File: src/rtl/muldiv_seq_if.sv
`default_nettype none
// ============================================================================
//  Module      : muldiv_seq_if
//  Description : Bus interface for the multi-cycle MULTU/DIVU sequencer.
//                Carries the CPU request/result signals and the borrowed
//                ALU operand/result lines. The master side is the CPU/ALU
//                environment; the slave side is muldiv_seq.
//  Revision    : 1.0  initial release
// ============================================================================
interface muldiv_seq_if #(
  parameter int WIDTH = 32
);

  // Request from the CPU
  logic             start;
  logic             op;
  logic [WIDTH-1:0] a;
  logic [WIDTH-1:0] b;

  // Status and results back to the CPU
  logic             busy;
  logic             done;
  logic [WIDTH-1:0] hi;
  logic [WIDTH-1:0] lo;

  // Time-shared ALU lines
  logic [WIDTH-1:0] alu_a;
  logic [WIDTH-1:0] alu_b;
  logic [3:0]       alu_op;
  logic [WIDTH-1:0] alu_result;

  modport master (
    output start, op, a, b, alu_result,
    input  busy, done, hi, lo, alu_a, alu_b, alu_op
  );

  modport slave (
    input  start, op, a, b, alu_result,
    output busy, done, hi, lo, alu_a, alu_b, alu_op
  );

endinterface
`default_nettype wire

File: src/rtl/muldiv_seq.sv
`default_nettype none
// ============================================================================
//  Module      : muldiv_seq
//  Description : Iterative unsigned multiply/divide sequencer (MULTU/DIVU).
//                One shift-add (multiply) or restoring shift-subtract
//                (divide) step per clock for WIDTH steps, using the CPU's
//                combinational ALU for the add/subtract. Results are held
//                in HI/LO until the next completion.
//  Revision    : 1.0  initial release
// ============================================================================
module muldiv_seq #(
  parameter int WIDTH = 32,
  parameter int CNT_W = 6
) (
  input  logic        clk,
  input  logic        rst,
  muldiv_seq_if.slave bus
);

  localparam logic [3:0]       c_ALU_ADD = 4'b0000;
  localparam logic [3:0]       c_ALU_SUB = 4'b0100;
  localparam logic [CNT_W-1:0] c_LAST    = CNT_W'(WIDTH - 1);
  localparam logic [CNT_W-1:0] c_ONE     = CNT_W'(1);

  typedef enum logic [1:0] {
    S_IDLE = 2'd0,
    S_RUN  = 2'd1,
    S_DONE = 2'd2
  } state_t;

  // Sequencer state and registered status outputs
  state_t           state_q;
  logic             busy_q;
  logic             done_q;
  logic             op_q;
  logic [CNT_W-1:0] cnt_q;

  // Working accumulators: mul uses {P_hi, P_lo} with M in opnd_q,
  // div uses R in acc_hi_q, Q in acc_lo_q and D in opnd_q.
  logic [WIDTH-1:0] acc_hi_q;
  logic [WIDTH-1:0] acc_lo_q;
  logic [WIDTH-1:0] opnd_q;
  logic [WIDTH-1:0] acc_hi_d;
  logic [WIDTH-1:0] acc_lo_d;

  // Architectural result registers
  logic [WIDTH-1:0] hi_q;
  logic [WIDTH-1:0] lo_q;

  // Step datapath
  logic [WIDTH-1:0] w_shift;
  logic             w_msb;
  logic             w_take;
  logic             w_carry;
  logic             w_last;
  logic [WIDTH-1:0] w_alu_a;
  logic [WIDTH-1:0] w_alu_b;
  logic [3:0]       w_alu_op;

  // Divide view: remainder shifted left with the next dividend bit pulled in.
  // The bit shifted out of R is kept so a 33-bit partial remainder is never
  // mistaken for a value smaller than the divisor.
  assign w_shift = {acc_hi_q[WIDTH-2:0], acc_lo_q[WIDTH-1]};
  assign w_msb   = acc_hi_q[WIDTH-1];
  assign w_take  = w_msb | (w_shift >= opnd_q);

  // Multiply view: an unsigned add wrapped around iff the sum is smaller
  // than one of its operands, which recovers the 33rd product bit.
  assign w_carry = (bus.alu_result < acc_hi_q);

  assign w_last  = (cnt_q == c_LAST);

  // ALU operand selection; the ALU sees a benign add of zeros outside RUN
  always_comb begin
    w_alu_a  = '0;
    w_alu_b  = '0;
    w_alu_op = c_ALU_ADD;
    if (state_q == S_RUN) begin
      if (op_q) begin
        w_alu_a  = w_shift;
        w_alu_b  = opnd_q;
        w_alu_op = c_ALU_SUB;
      end else begin
        w_alu_a  = acc_hi_q;
        w_alu_b  = opnd_q;
        w_alu_op = c_ALU_ADD;
      end
    end
  end

  // Next accumulator values for one iteration of the selected operation
  always_comb begin
    acc_hi_d = acc_hi_q;
    acc_lo_d = acc_lo_q;
    if (op_q) begin
      acc_hi_d = w_take ? bus.alu_result : w_shift;
      acc_lo_d = {acc_lo_q[WIDTH-2:0], w_take};
    end else if (acc_lo_q[0]) begin
      acc_hi_d = {w_carry, bus.alu_result[WIDTH-1:1]};
      acc_lo_d = {bus.alu_result[0], acc_lo_q[WIDTH-1:1]};
    end else begin
      acc_hi_d = {1'b0, acc_hi_q[WIDTH-1:1]};
      acc_lo_d = {acc_hi_q[0], acc_lo_q[WIDTH-1:1]};
    end
  end

  // Sequencer FSM: latch the request, run WIDTH steps, publish and pulse done
  always_ff @(posedge clk or posedge rst) begin
    if (rst) begin
      state_q  <= S_IDLE;
      busy_q   <= 1'b0;
      done_q   <= 1'b0;
      op_q     <= 1'b0;
      cnt_q    <= '0;
      acc_hi_q <= '0;
      acc_lo_q <= '0;
      opnd_q   <= '0;
      hi_q     <= '0;
      lo_q     <= '0;
    end else begin
      case (state_q)
        S_IDLE: begin
          done_q <= 1'b0;
          if (bus.start) begin
            state_q  <= S_RUN;
            busy_q   <= 1'b1;
            op_q     <= bus.op;
            cnt_q    <= '0;
            acc_hi_q <= '0;
            if (bus.op) begin
              acc_lo_q <= bus.a;
              opnd_q   <= bus.b;
            end else begin
              acc_lo_q <= bus.b;
              opnd_q   <= bus.a;
            end
          end
        end
        S_RUN: begin
          acc_hi_q <= acc_hi_d;
          acc_lo_q <= acc_lo_d;
          cnt_q    <= cnt_q + c_ONE;
          if (w_last) begin
            state_q <= S_DONE;
            done_q  <= 1'b1;
            hi_q    <= acc_hi_d;
            lo_q    <= acc_lo_d;
          end
        end
        S_DONE: begin
          state_q <= S_IDLE;
          busy_q  <= 1'b0;
          done_q  <= 1'b0;
        end
        default: begin
          state_q <= S_IDLE;
          busy_q  <= 1'b0;
          done_q  <= 1'b0;
        end
      endcase
    end
  end

  assign bus.busy   = busy_q;
  assign bus.done   = done_q;
  assign bus.hi     = hi_q;
  assign bus.lo     = lo_q;
  assign bus.alu_a  = w_alu_a;
  assign bus.alu_b  = w_alu_b;
  assign bus.alu_op = w_alu_op;

endmodule
`default_nettype wire
File: src/flat_wrapper.sv
// flat-port wrapper written by rule: the top's interface ports become plain ports
module muldiv_seq_flat 
#(
  parameter int WIDTH = 32,
  parameter int CNT_W = 6
)
  (clk, rst, bus_start, bus_op, bus_a, bus_b, bus_alu_result, bus_busy, bus_done, bus_hi, bus_lo, bus_alu_a, bus_alu_b, bus_alu_op);
  muldiv_seq_if #(.WIDTH(WIDTH)) bus_i ();
  input  logic clk;
  input  logic rst;
  input wire logic [$bits(bus_i.start)-1:0] bus_start;
  input wire logic [$bits(bus_i.op)-1:0] bus_op;
  input wire logic [$bits(bus_i.a)-1:0] bus_a;
  input wire logic [$bits(bus_i.b)-1:0] bus_b;
  input wire logic [$bits(bus_i.alu_result)-1:0] bus_alu_result;
  output wire logic [$bits(bus_i.busy)-1:0] bus_busy;
  output wire logic [$bits(bus_i.done)-1:0] bus_done;
  output wire logic [$bits(bus_i.hi)-1:0] bus_hi;
  output wire logic [$bits(bus_i.lo)-1:0] bus_lo;
  output wire logic [$bits(bus_i.alu_a)-1:0] bus_alu_a;
  output wire logic [$bits(bus_i.alu_b)-1:0] bus_alu_b;
  output wire logic [$bits(bus_i.alu_op)-1:0] bus_alu_op;
  assign bus_i.start = bus_start;
  assign bus_i.op = bus_op;
  assign bus_i.a = bus_a;
  assign bus_i.b = bus_b;
  assign bus_i.alu_result = bus_alu_result;
  assign bus_busy = bus_i.busy;
  assign bus_done = bus_i.done;
  assign bus_hi = bus_i.hi;
  assign bus_lo = bus_i.lo;
  assign bus_alu_a = bus_i.alu_a;
  assign bus_alu_b = bus_i.alu_b;
  assign bus_alu_op = bus_i.alu_op;
  muldiv_seq #(.WIDTH(WIDTH), .CNT_W(CNT_W)) u_core (.clk(clk), .rst(rst), .bus(bus_i));
endmodule
File: config.mk
export PLATFORM = sky130hd
export DESIGN_NAME = muldiv_seq_flat
export DESIGN_NICKNAME = d
export VERILOG_FILES = /design/src/rtl/muldiv_seq_if.sv /design/src/rtl/muldiv_seq.sv /design/src/flat_wrapper.sv
export SDC_FILE = /design/constraint.sdc
export NUM_CORES = 1
export LEC_CHECK = 0
export CAP_MARGIN = 20
export CORE_UTILIZATION = 44
export CTS_CLUSTER_DIAMETER = 120
export DETAILED_ROUTE_END_ITERATION = 16
export PLACE_DENSITY_LB_ADDON = 0.12
export SYNTH_ARGS = -nofsm -noshare
export SYNTH_HDL_FRONTEND = slang
export SYNTH_SLANG_ARGS = --single-unit
File: constraint.sdc
create_clock -name clk -period 8 [get_ports clk]
set_input_delay 1.2 -clock clk [delete_from_list [all_inputs] [get_ports clk]]
set_output_delay 1.2 -clock clk [all_outputs]
set_load 0.02 [all_outputs]
# Yosys cells after proc, flatten, opt, wreduce, memory -nomap -nowiden
# Cells that the tools add are included.
dict set report word_totals {
  reg_bits 171
  input_bits 100
  output_inout_bits 134
}
dict set report classes {
  order_cmp 2
  mux 25
  bitwise_logic 2
  add_sub_neg 1
  n_eq_ne 4
  reduce_logical 7
}
# operator n
set ops {}
lappend ops {{32-bit 2-to-1 mux} 12}
lappend ops {{32-bit one-hot mux with 2 select lines} 2}
lappend ops {{32-bit greater-or-equal comparator} 1}
lappend ops {{32-bit less-than comparator} 1}
lappend ops {{6-bit one-hot mux with 2 select lines} 1}
lappend ops {{2-bit AND reduction} 5}
lappend ops {{6-bit by 1-bit adder with 6-bit output (second input constant)} 1}
lappend ops {{6-bit by 5-bit equality test with 1-bit output (second input constant)} 1}
lappend ops {{6-bit 2-to-1 mux} 1}
lappend ops {{2-bit 2-to-1 mux} 2}
lappend ops {{4-bit 2-to-1 mux} 1}
lappend ops {{2-bit one-hot mux with 2 select lines} 1}
lappend ops {{1-bit 2-to-1 mux} 3}
lappend ops {{3-bit 2-to-1 mux} 1}
lappend ops {{2-bit by 1-bit equality test with 1-bit output (second input constant)} 1}
lappend ops {{2-bit zero test} 1}
lappend ops {{2-bit by 1-bit inequality test with 1-bit output (second input constant)} 1}
lappend ops {{2-bit inequality test (second input constant)} 1}
lappend ops {{1-bit one-hot mux with 2 select lines} 1}
lappend ops {{2-bit nonzero test} 1}
lappend ops {{1-bit inverter} 1}
lappend ops {{1-bit OR} 1}

# Longest topological paths before layout
# Gate-level depths: netlist of run 1.
dict set report depth {
  ltp_word 5
  depth_mapped 10
  ltp_nobuf 9
}

# Worst setup path before layout of run 1
# Ideal clock, no wire load.
dict set report synth_timing {
  path_type {register to output}
  from {register u_core.op_q}
  to {output bus_alu_a[22]}
  t_required_ps 6800
  arrival_time_ps 1773
  path_stages_with_launch 7
  path_slack_ps 5027
  path_cell_list {dfrtp_1 buf_2 buf_2 buf_2 buf_1 mux2i_1 nor2_1}
}
dict set report synth_between {
  elab_chain_cells 2
}
# item line_no
set synth_rtl {}
lappend synth_rtl {{start: declaration} muldiv_seq.sv:35} ;# logic op_q;
lappend synth_rtl {{start signal: assignment} muldiv_seq.sv:127} ;# op_q <= bus.op;
lappend synth_rtl {{32-bit 2-to-1 mux} muldiv_seq.sv:79} ;# if (op_q) begin
lappend synth_rtl {{32-bit 2-to-1 mux} muldiv_seq.sv:78} ;# if (state_q == S_RUN) begin
lappend synth_rtl {{end: declaration} flat_wrapper.sv:20} ;# output wire logic [$bits(bus_i.alu_a)-1:0] bus_alu_a;
# Every way passes these cells.

# Worst setup path after layout of run 1
dict set report layout_timing {
  from {register u_core.state_q[1]}
  to {output bus_alu_a[3]}
}
dict set report layout_between {
  elab_chain_cells 2
}
# item line_no
set layout_rtl {}
lappend layout_rtl {{start: declaration} muldiv_seq.sv:32} ;# state_t state_q;
lappend layout_rtl {{start signal: assignment} muldiv_seq.sv:110} ;# state_q <= S_IDLE;
lappend layout_rtl {{start signal: assignment} muldiv_seq.sv:125} ;# state_q <= S_RUN;
lappend layout_rtl {{start signal: assignment} muldiv_seq.sv:144} ;# state_q <= S_DONE;
lappend layout_rtl {{2-bit by 1-bit equality test with 1-bit output} muldiv_seq.sv:78}
lappend layout_rtl {{32-bit 2-to-1 mux} muldiv_seq.sv:78}
# Every way passes these cells.

==> metrics.cfg, run 1 <==
[power_and_ir_drop]
powerDensity_nw_per_um2=357
peakVddDrop_v=0.000154
p_leak_uw=0.00626

[drt]
via_per_inst=5.43
vias=9215
first_pass_iters=7
drt_iter0_drc=536
drt_wl_total_mm=30.2
wl_per_cell_um=17.8
drc_errors=0
antenna_left=0

[finish]
diodes=0
final_cell_count_no_fill=1696
final_cell_mix=229 x clkdlybuf4s50_1, 171 x nand2_1, 169 x dfrtp_1, 157 x mux2i_1, 138 x nor2_1
layout_commonest_cell=clkdlybuf4s50_1
areaGrowthSynthToFinish_pct=28.6
nets=1528
final_util_pct=58.1
drive_gt1_share_pct=4.21

[placed_design]
io_buffers=230
routabilityCongestion=0.803
dp.cells=1663
place_ws_ps=4230
dp_hpwl_mm=21.5

[yosys]
ys_seq_area_share_pct=40.0
synth_cells=1184
yosysUniqueCellTypes=50
synth-xor-area-share_pct=0.164
synth-seq-cells=171
synth_top_area_share_pct=40.0
synth_area_leaders=dfrtp_1 40%, mux2i_1 15%, ha_1 7.5%
avgSynthCellArea_um2=9.04
synth_fa_ha_area_share_pct=7.48
synth_ff_type=dfrtp_1
muxShareOfSynthArea_pct=14.9
synth_warnings=0
synth-compound-area-share_pct=16.5
yosys.area_share.simple_pct=14.8
netlist.top_cell.by_area=dfrtp_1
synthArstFlopShare_pct=100
syn-cell-area_um2=10700
synth_top_family_by_area=compound AO/OA/AOI/OAI gates
synth-edff-count=0

[sta]
timing.slew.headroom_pct=30.1
hold_viol_final=0
worst_pin_slew_ps=1050
slew_violations=0
finClkSkew_ps=12.8
fin_crit_sh_pct=52.9
tns_ps=0
rsz0062_at_grt=false
setup_viol=0
timing.final.crit_period_ps=4230
clock.fmax_mhz=236
finalWorstSetupSlack_ps=3770

[floorplanning]
initial_core_util_pct=45.2
fp.coreArea_um2=23700
fp.dieH_um=158
core.rowCount=56
ioPinCount=234
die_x_um=158
dieArea_um2=25000

[clock_network]
cts_setup_buffers=0
clock_latency_ps=430
clk_pin_slew_ps=70
ctsHoldBuffers=0
cts_buffers=17
root_buffer=clkbuf_16
max-clock-path-buffers=2
cts_tree=done
htreeDepth=4
clock-sinks=171
cts.repair.resized=0

[setup_path]
critPathCaptureType=output port
path_max_fanout=69
critPathKind=reg -> out
slowest_stage=buf_4
required_ps=6800
critPathMaxStageDelay_ps=740
critPathLaunchType=flip-flop
path_cells=inv_1, nand2_4, buf_4, nor2_1, clkdlybuf4s50_1
cp_data_arrival_time_ps=3030

[grt]
antenna_found_initial=0
grtUsageTotal_pct=24.9
grt_pass1_wl_mm=47.5
grt_pass1_vias=8754
grt_max_degree=95
grt-ovfl-total=0

[status]
status=complete, no violations

[min_path]
hold_class=reg -> reg

[run]
drv_cap=0

==> final cells by class <==
cell class / count / area (µm²)
clock inverters: 14 / 171
multi-input cells: 864 / 5800
clock buffers: 18 / 439
repair buffers: 242 / 2410
inverters: 68 / 260
flip-flops and latches: 171 / 4280
fillers: 2183 / 9910
well taps: 319 / 399
==> logic make-up (layout without fill, tap and decap cells) <==
group                    Yosys count  in the layout
other                              1              3
AO/OA/AOI/OAI                    258            258
multiplexers                     159            159
XOR/XNOR                           2              2
flip-flops                       171            171
AND/OR/NAND/NOR                  378            378
adder cells (fa/ha/maj)           64             64
buffers and inverters            151            342
==> power breakdown <==
group | internal (µW) | switching (µW)
Sequential | 1180 | 364
Combinational | 1130 | 1380
Clock | 458 | 403
==> metal layers <==
layer	global-route usage, %	vias up	share of wire, %
li1	-	4537	-
met1	35.5	4422	48
met2	38.7	225	45
met3	4.24	31	4.7
met4	7.01	0	1.8
met5	0	-	0
==> synthesized netlist by cell type, drive strengths merged, types with 2 or more instances <==
master    n
a211oi   37
and4      2
a21o      9
inv      68
clkbuf   45
and2      3
o21ai    48
o211ai    2
o31ai    63
xor2      2
mux2      2
nor3      4
ha       64
nor2    139
nand3     7
a221oi    3
buf      37
o221ai   30
dfrtp   171
nand2   173
mux2i   157
nand4    12
nand2b   34
a21oi    51
a31oi     2
o311ai    2
==> path summary, 6_finish.rpt <==
kind | cells past startpoint | end | startpoint | slack (ps)
min in group asynchronous | 2 | u_core.bus.hi[7] | rst | 1300
max in group asynchronous | 4 | u_core.bus.lo[30] | rst | 5520
max reg2reg | 10 | u_core.acc_hi_q[31] | u_core.acc_lo_q[31] | 4840
min reg2reg | 2 | u_core.bus.hi[22] | u_core.bus.hi[22] | 480
max | 5 | bus_alu_a[3] | u_core.state_q[1] | 3770
min | 2 | u_core.bus.hi[22] | u_core.bus.hi[22] | 480
==> worst max-delay path: cells and delay by family, from the launching register on <==
family | cells | cell delay, ps
buf+inv | 3 | 1480
simple gates | 2 | 650
flops | 1 | 410
==> metrics by stage <==
| step | instance area [µm²] | hold WS, ps | power, µW |
|---|---|---|---|
| 2_1_floorplan | 10700 | 450 | 3130 |
| 4_1_cts | 13700 | 481 | 4950 |
| 6_report | 13800 | 476 | 4920 |
| 3_5_place_dp | 13100 | 465 | 4070 |
| 5_1_grt | 13800 | 497 | 5280 |
| 3_3_place_gp | 13100 | 463 | 4040 |
==> registers in the layout, summed over array words and instances (netlist names), 2 cells and up <==
signal and flops:
u_core.opnd_q 32, u_core.bus.lo 32, u_core.state_q 2, u_core.cnt_q 6, u_core.bus.hi 32, u_core.acc_hi_q 32, u_core.acc_lo_q 32
Power figures use the tool's default switching activity.
==> inputs of run 2 (changes only) <==
- clock period: 8 -> 4.1 ns (I/O delays scaled with it)
==> metrics.cfg, run 2 (synthesized netlist as in run 1, its figures left out) <==
[drt]
drc_errors=0
antenna_left=0
vias=9264
first_pass_iters=5
via_per_inst=5.43
wl_per_cell_um=17.9
drt_wl_total_mm=30.6
drt_iter0_drc=561

[clock_network]
max-clock-path-buffers=2
clk_pin_slew_ps=70
cts_tree=done
ctsHoldBuffers=0
htreeDepth=4
cts_setup_buffers=0
clock-sinks=171
clock_latency_ps=440
cts_buffers=17
cts.repair.resized=0
root_buffer=clkbuf_16

[setup_path]
path_max_fanout=18
cp_data_arrival_time_ps=3600
slowest_stage=a31oi_4
critPathCaptureType=flip-flop
critPathMaxStageDelay_ps=750
r2r_start=u_core.acc_lo_q[31]
required_ps=4390
crit_buf_inv=2
ff2ff_setup_slack_ps=780
rr_worst_depth=10
crit_family=compound AO/OA/AOI/OAI gates
r2r_end=u_core.acc_hi_q[25]
crit_top_cell=o31ai_1
critPathLaunchType=flip-flop
critPathKind=reg -> reg
path_cells=inv_1, ha_1, nand2b_1, a211oi_1, o31ai_1, a311o_1, a31oi_4, buf_4, mux2i_1, o31ai_1

[grt]
grt_max_degree=66
grt_pass1_vias=9271
grt_pass1_wl_mm=49.1
grtUsageTotal_pct=25.4
antenna_found_initial=2
grt-ovfl-total=0

[floorplanning]
ioPinCount=234
fp.dieH_um=158
core.rowCount=56
fp.coreArea_um2=23700
dieArea_um2=25000
initial_core_util_pct=45.2
die_x_um=158

[placed_design]
dp.cells=1674
io_buffers=230
dp_hpwl_mm=22.3
routabilityCongestion=0.876
place_ws_ps=746

[finish]
layout_commonest_cell=clkdlybuf4s50_1
ff_latch_area_um2=4280
final_cell_count_no_fill=1706
drive_gt1_share_pct=4.83
final_cell_mix=229 x clkdlybuf4s50_1, 171 x nand2_1, 169 x dfrtp_1, 157 x mux2i_1, 138 x nor2_1
fill_cells=2199
nets=1538
final_util_pct=58.4
diodes=0
multiInputGateArea_um2=5800
areaGrowthSynthToFinish_pct=29.3

[sta]
hold_viol_final=0
timing.final.crit_period_ps=3320
finalWorstSetupSlack_ps=785
clock.fmax_mhz=302
rsz0062_at_grt=false
timing.slew.headroom_pct=30.9
worst_pin_slew_ps=1040
fin_crit_sh_pct=80.9
tns_ps=0
setup_viol=0
slew_violations=0
finClkSkew_ps=19.1

[power_and_ir_drop]
power_uw=9640
peakVddDrop_v=0.000313
p_leak_uw=0.00630
powerDensity_nw_per_um2=697

[min_path]
holdPathStages=2
hold_class=reg -> reg
holdPathEnd=u_core.bus.hi[11]
hp-start=u_core.bus.hi[11]

[run]
drv_cap=0

[status]
status=complete, no violations

-- run 2: cell count changes in the layout (fill, tap and decap cells not counted), moves of 2 or more --
cell	change
buf_12	+2
clkinv_8	+4
buf_4	+9
inv_8	-2
clkinv_4	-2
-- run 2: worst reg2reg max path, delay by kind of cell (launching register included) --
| kind | cells | cell delay (ps) |
|---|---|---|
| buffers and inverters | 2 | 450 |
| AND/OR/NAND/NOR | 1 | 140 |
| multiplexers | 1 | 270 |
| adder cells (fa/ha/maj) | 1 | 280 |
| flip-flops | 1 | 410 |
| AO/OA/AOI/OAI | 5 | 1640 |
-- run 2: worst max path at each step --
stage	startpoint	to	slack [ps]	cells past startpoint
after global placement	u_core.acc_hi_q[5]	u_core.bus.hi[25]	830	9
after global routing	u_core.acc_lo_q[31]	u_core.bus.hi[23]	590	10
after floorplan	rst	u_core.acc_hi_q[0]	1300	1
final	u_core.acc_lo_q[31]	u_core.acc_hi_q[25]	780	10
after CTS	u_core.acc_lo_q[31]	u_core.acc_hi_q[25]	750	10
after detailed placement	u_core.acc_lo_q[31]	u_core.bus.hi[24]	750	10
-- run 2: final cells by class --
cell class	count	share of cell area, %
inverters	68	1.87
repair buffers	252	18.0
well taps	319	2.88
clock inverters	14	1.27
flip-flops and latches	171	31.0
clock buffers	18	3.10
multi-input cells	864	41.9
-- run 2: stage by stage --
stage               hold slack, ps  cell area, µm²
finish                         473           13800
global route                   494           13800
CTS                            481           13800
detailed placement             465           13200
global placement               463           13200
floorplan                      450           10700
-- run 2: power by group --
part	switching, µW	internal, µW
clock network	815	828
registers	740	2300
logic	2720	2250
-- run 2: per-layer routing --
| metal | vias up | track usage, % | part of all wire, % |
|---|---|---|---|
| met2 | 245 | 40.2 | 45 |
| met3 | 26 | 5.53 | 6.2 |
| li1 | 4553 | - | - |
| met4 | 0 | 6.73 | 1.5 |
| met1 | 4440 | 35.1 | 47 |
| met5 | - | 0 | 0 |
==> inputs of run 3 (changes only) <==
- clock period: 4.1 -> 3.2 ns (I/O delays scaled with it)
==> metrics.cfg, run 3 (synthesized netlist as in run 1, its figures left out) <==
[run]
drv_cap=0

[clock_network]
htreeDepth=4
clk_pin_slew_ps=70
clock_latency_ps=430
root_buffer=clkbuf_16
cts_buffers=17
cts_tree=done
clock-sinks=171
cts_setup_buffers=0
max-clock-path-buffers=2

[finish]
drive_gt1_share_pct=6.32
final_cell_mix=229 x clkdlybuf4s50_1, 171 x nand2_1, 169 x dfrtp_1, 157 x mux2i_1, 138 x nor2_1
nets=1560
ff_latch_area_um2=4280
layout_commonest_cell=clkdlybuf4s50_1
areaGrowthSynthToFinish_pct=31.2
fill_cells=2195
postLayoutCellArea_um2=14000
multiInputGateArea_um2=5810
final_cell_count_no_fill=1727
diodes=0

[sta]
tns_ps=0
rsz0062_at_grt=false
slew_violations=0
timing.slew.headroom_pct=47.6
fin_crit_sh_pct=92.7
setup_viol=0
timing.final.crit_period_ps=2970
finClkSkew_ps=16.4
hold_viol_final=0
hold-worst-slack_ps=477
worst_pin_slew_ps=783
clock.fmax_mhz=337

[drt]
via_per_inst=5.47
drc_errors=0
drt_wl_total_mm=31.4
first_pass_iters=5
wl_per_cell_um=18.2
vias=9441
antenna_left=0
drt_iter0_drc=661

[grt]
grt_pass1_wl_mm=50.3
grt_max_degree=107
grt-ovfl-total=0
grt_pass1_vias=9318
grtUsageTotal_pct=26.3
antenna_found_initial=0

[setup_path]
critPathKind=reg -> out
critPathLaunchType=flip-flop
required_ps=2720
path_max_fanout=46
critPathCaptureType=output port
cp_data_arrival_time_ps=2490

[status]
status=complete, no violations

[power_and_ir_drop]
p_switching_uw=5530
powerDensity_nw_per_um2=894
p_clk_share_pct=16.2
comb_power_share_pct=53.7
seqPwrFrac_pct=30.1
p_int_uw=7020
power_uw=12600
peakVddDrop_v=0.000420
swShare_pct=44.0
p_leak_uw=0.00642

[floorplanning]
initial_core_util_pct=45.2
die_x_um=158
fp.dieH_um=158
core.rowCount=56
dieArea_um2=25000
ioPinCount=234
fp.coreArea_um2=23700

[placed_design]
routabilityCongestion=0.857
dp.cells=1696
io_buffers=230
dp_hpwl_mm=23.1
placed_cell_area_um2=13500

[min_path]
hold_class=reg -> reg

run 3: cell count changes in the layout (fill, tap and decap cells not counted), sizes merged:
cell	change
clkinv	-1
buf	+22
clkbuf	-1
clkinvlp	+1
run 3: per-stage QoR:
step	setup WS [ps]	util, %
6_report	233	59.3
5_1_grt	90.6	59.3
4_1_cts	103	59.3
2_1_floorplan	537	-
3_5_place_dp	386	56.9
3_3_place_gp	442	56.9
run 3: what timing repair did:
item                                   in CTS  in global routing
hold buffers                                0                  0
setup endpoints to repair                   0                  2
gates resized for setup                     0                  1
endpoints found under the hold margin       0                  0
run 3: worst paths after layout:
| kind | start | to | slack [ps] | cells past startpoint |
|---|---|---|---|---|
| min in group asynchronous | rst | u_core.acc_hi_q[8] | 510 | 3 |
| hold / removal | u_core.bus.hi[5] | u_core.bus.hi[5] | 480 | 2 |
| setup reg to reg | u_core.acc_hi_q[5] | u_core.acc_hi_q[31] | 390 | 9 |
| max in group asynchronous | rst | u_core.opnd_q[27] | 2120 | 3 |
| hold reg to reg | u_core.bus.hi[5] | u_core.bus.hi[5] | 480 | 2 |
| setup / recovery | u_core.state_q[1] | bus_alu_a[2] | 230 | 5 |
run 3: layout make-up:
cell class	instances	share of cell area (%)
clock inverters	14	1.06
well taps	319	2.84
inverters	68	1.84
repair buffers	274	19.3
clock buffers	17	3.03
multi-input cells	864	41.4
flip-flops and latches	171	30.5
run 3: worst max-delay path: stages, from the launching register on:
cell	delay (ps)
dfrtp_1	430
inv_1	270
nand2_8	260
buf_4	290
nor2_1	170
clkdlybuf4s50_1	630
run 3: power by group through the flow:
stage	clock, µW	sequential (µW)	combinational (µW)
floorplan	0	3760	4060
global placement	0	3780	6620
detailed placement	0	3770	6740
CTS	2070	3760	6770
global route	2160	3870	7410
finish	2030	3780	6740
run 3: routing by layer:
metal | up-vias | share of wire [%] | GRT usage (%)
li1 | 4594 | - | -
met1 | 4540 | 48 | 37.9
met2 | 282 | 44 | 40.4
met3 | 25 | 6.8 | 5.47
met4 | 0 | 1.2 | 5.86
met5 | - | 0 | 0
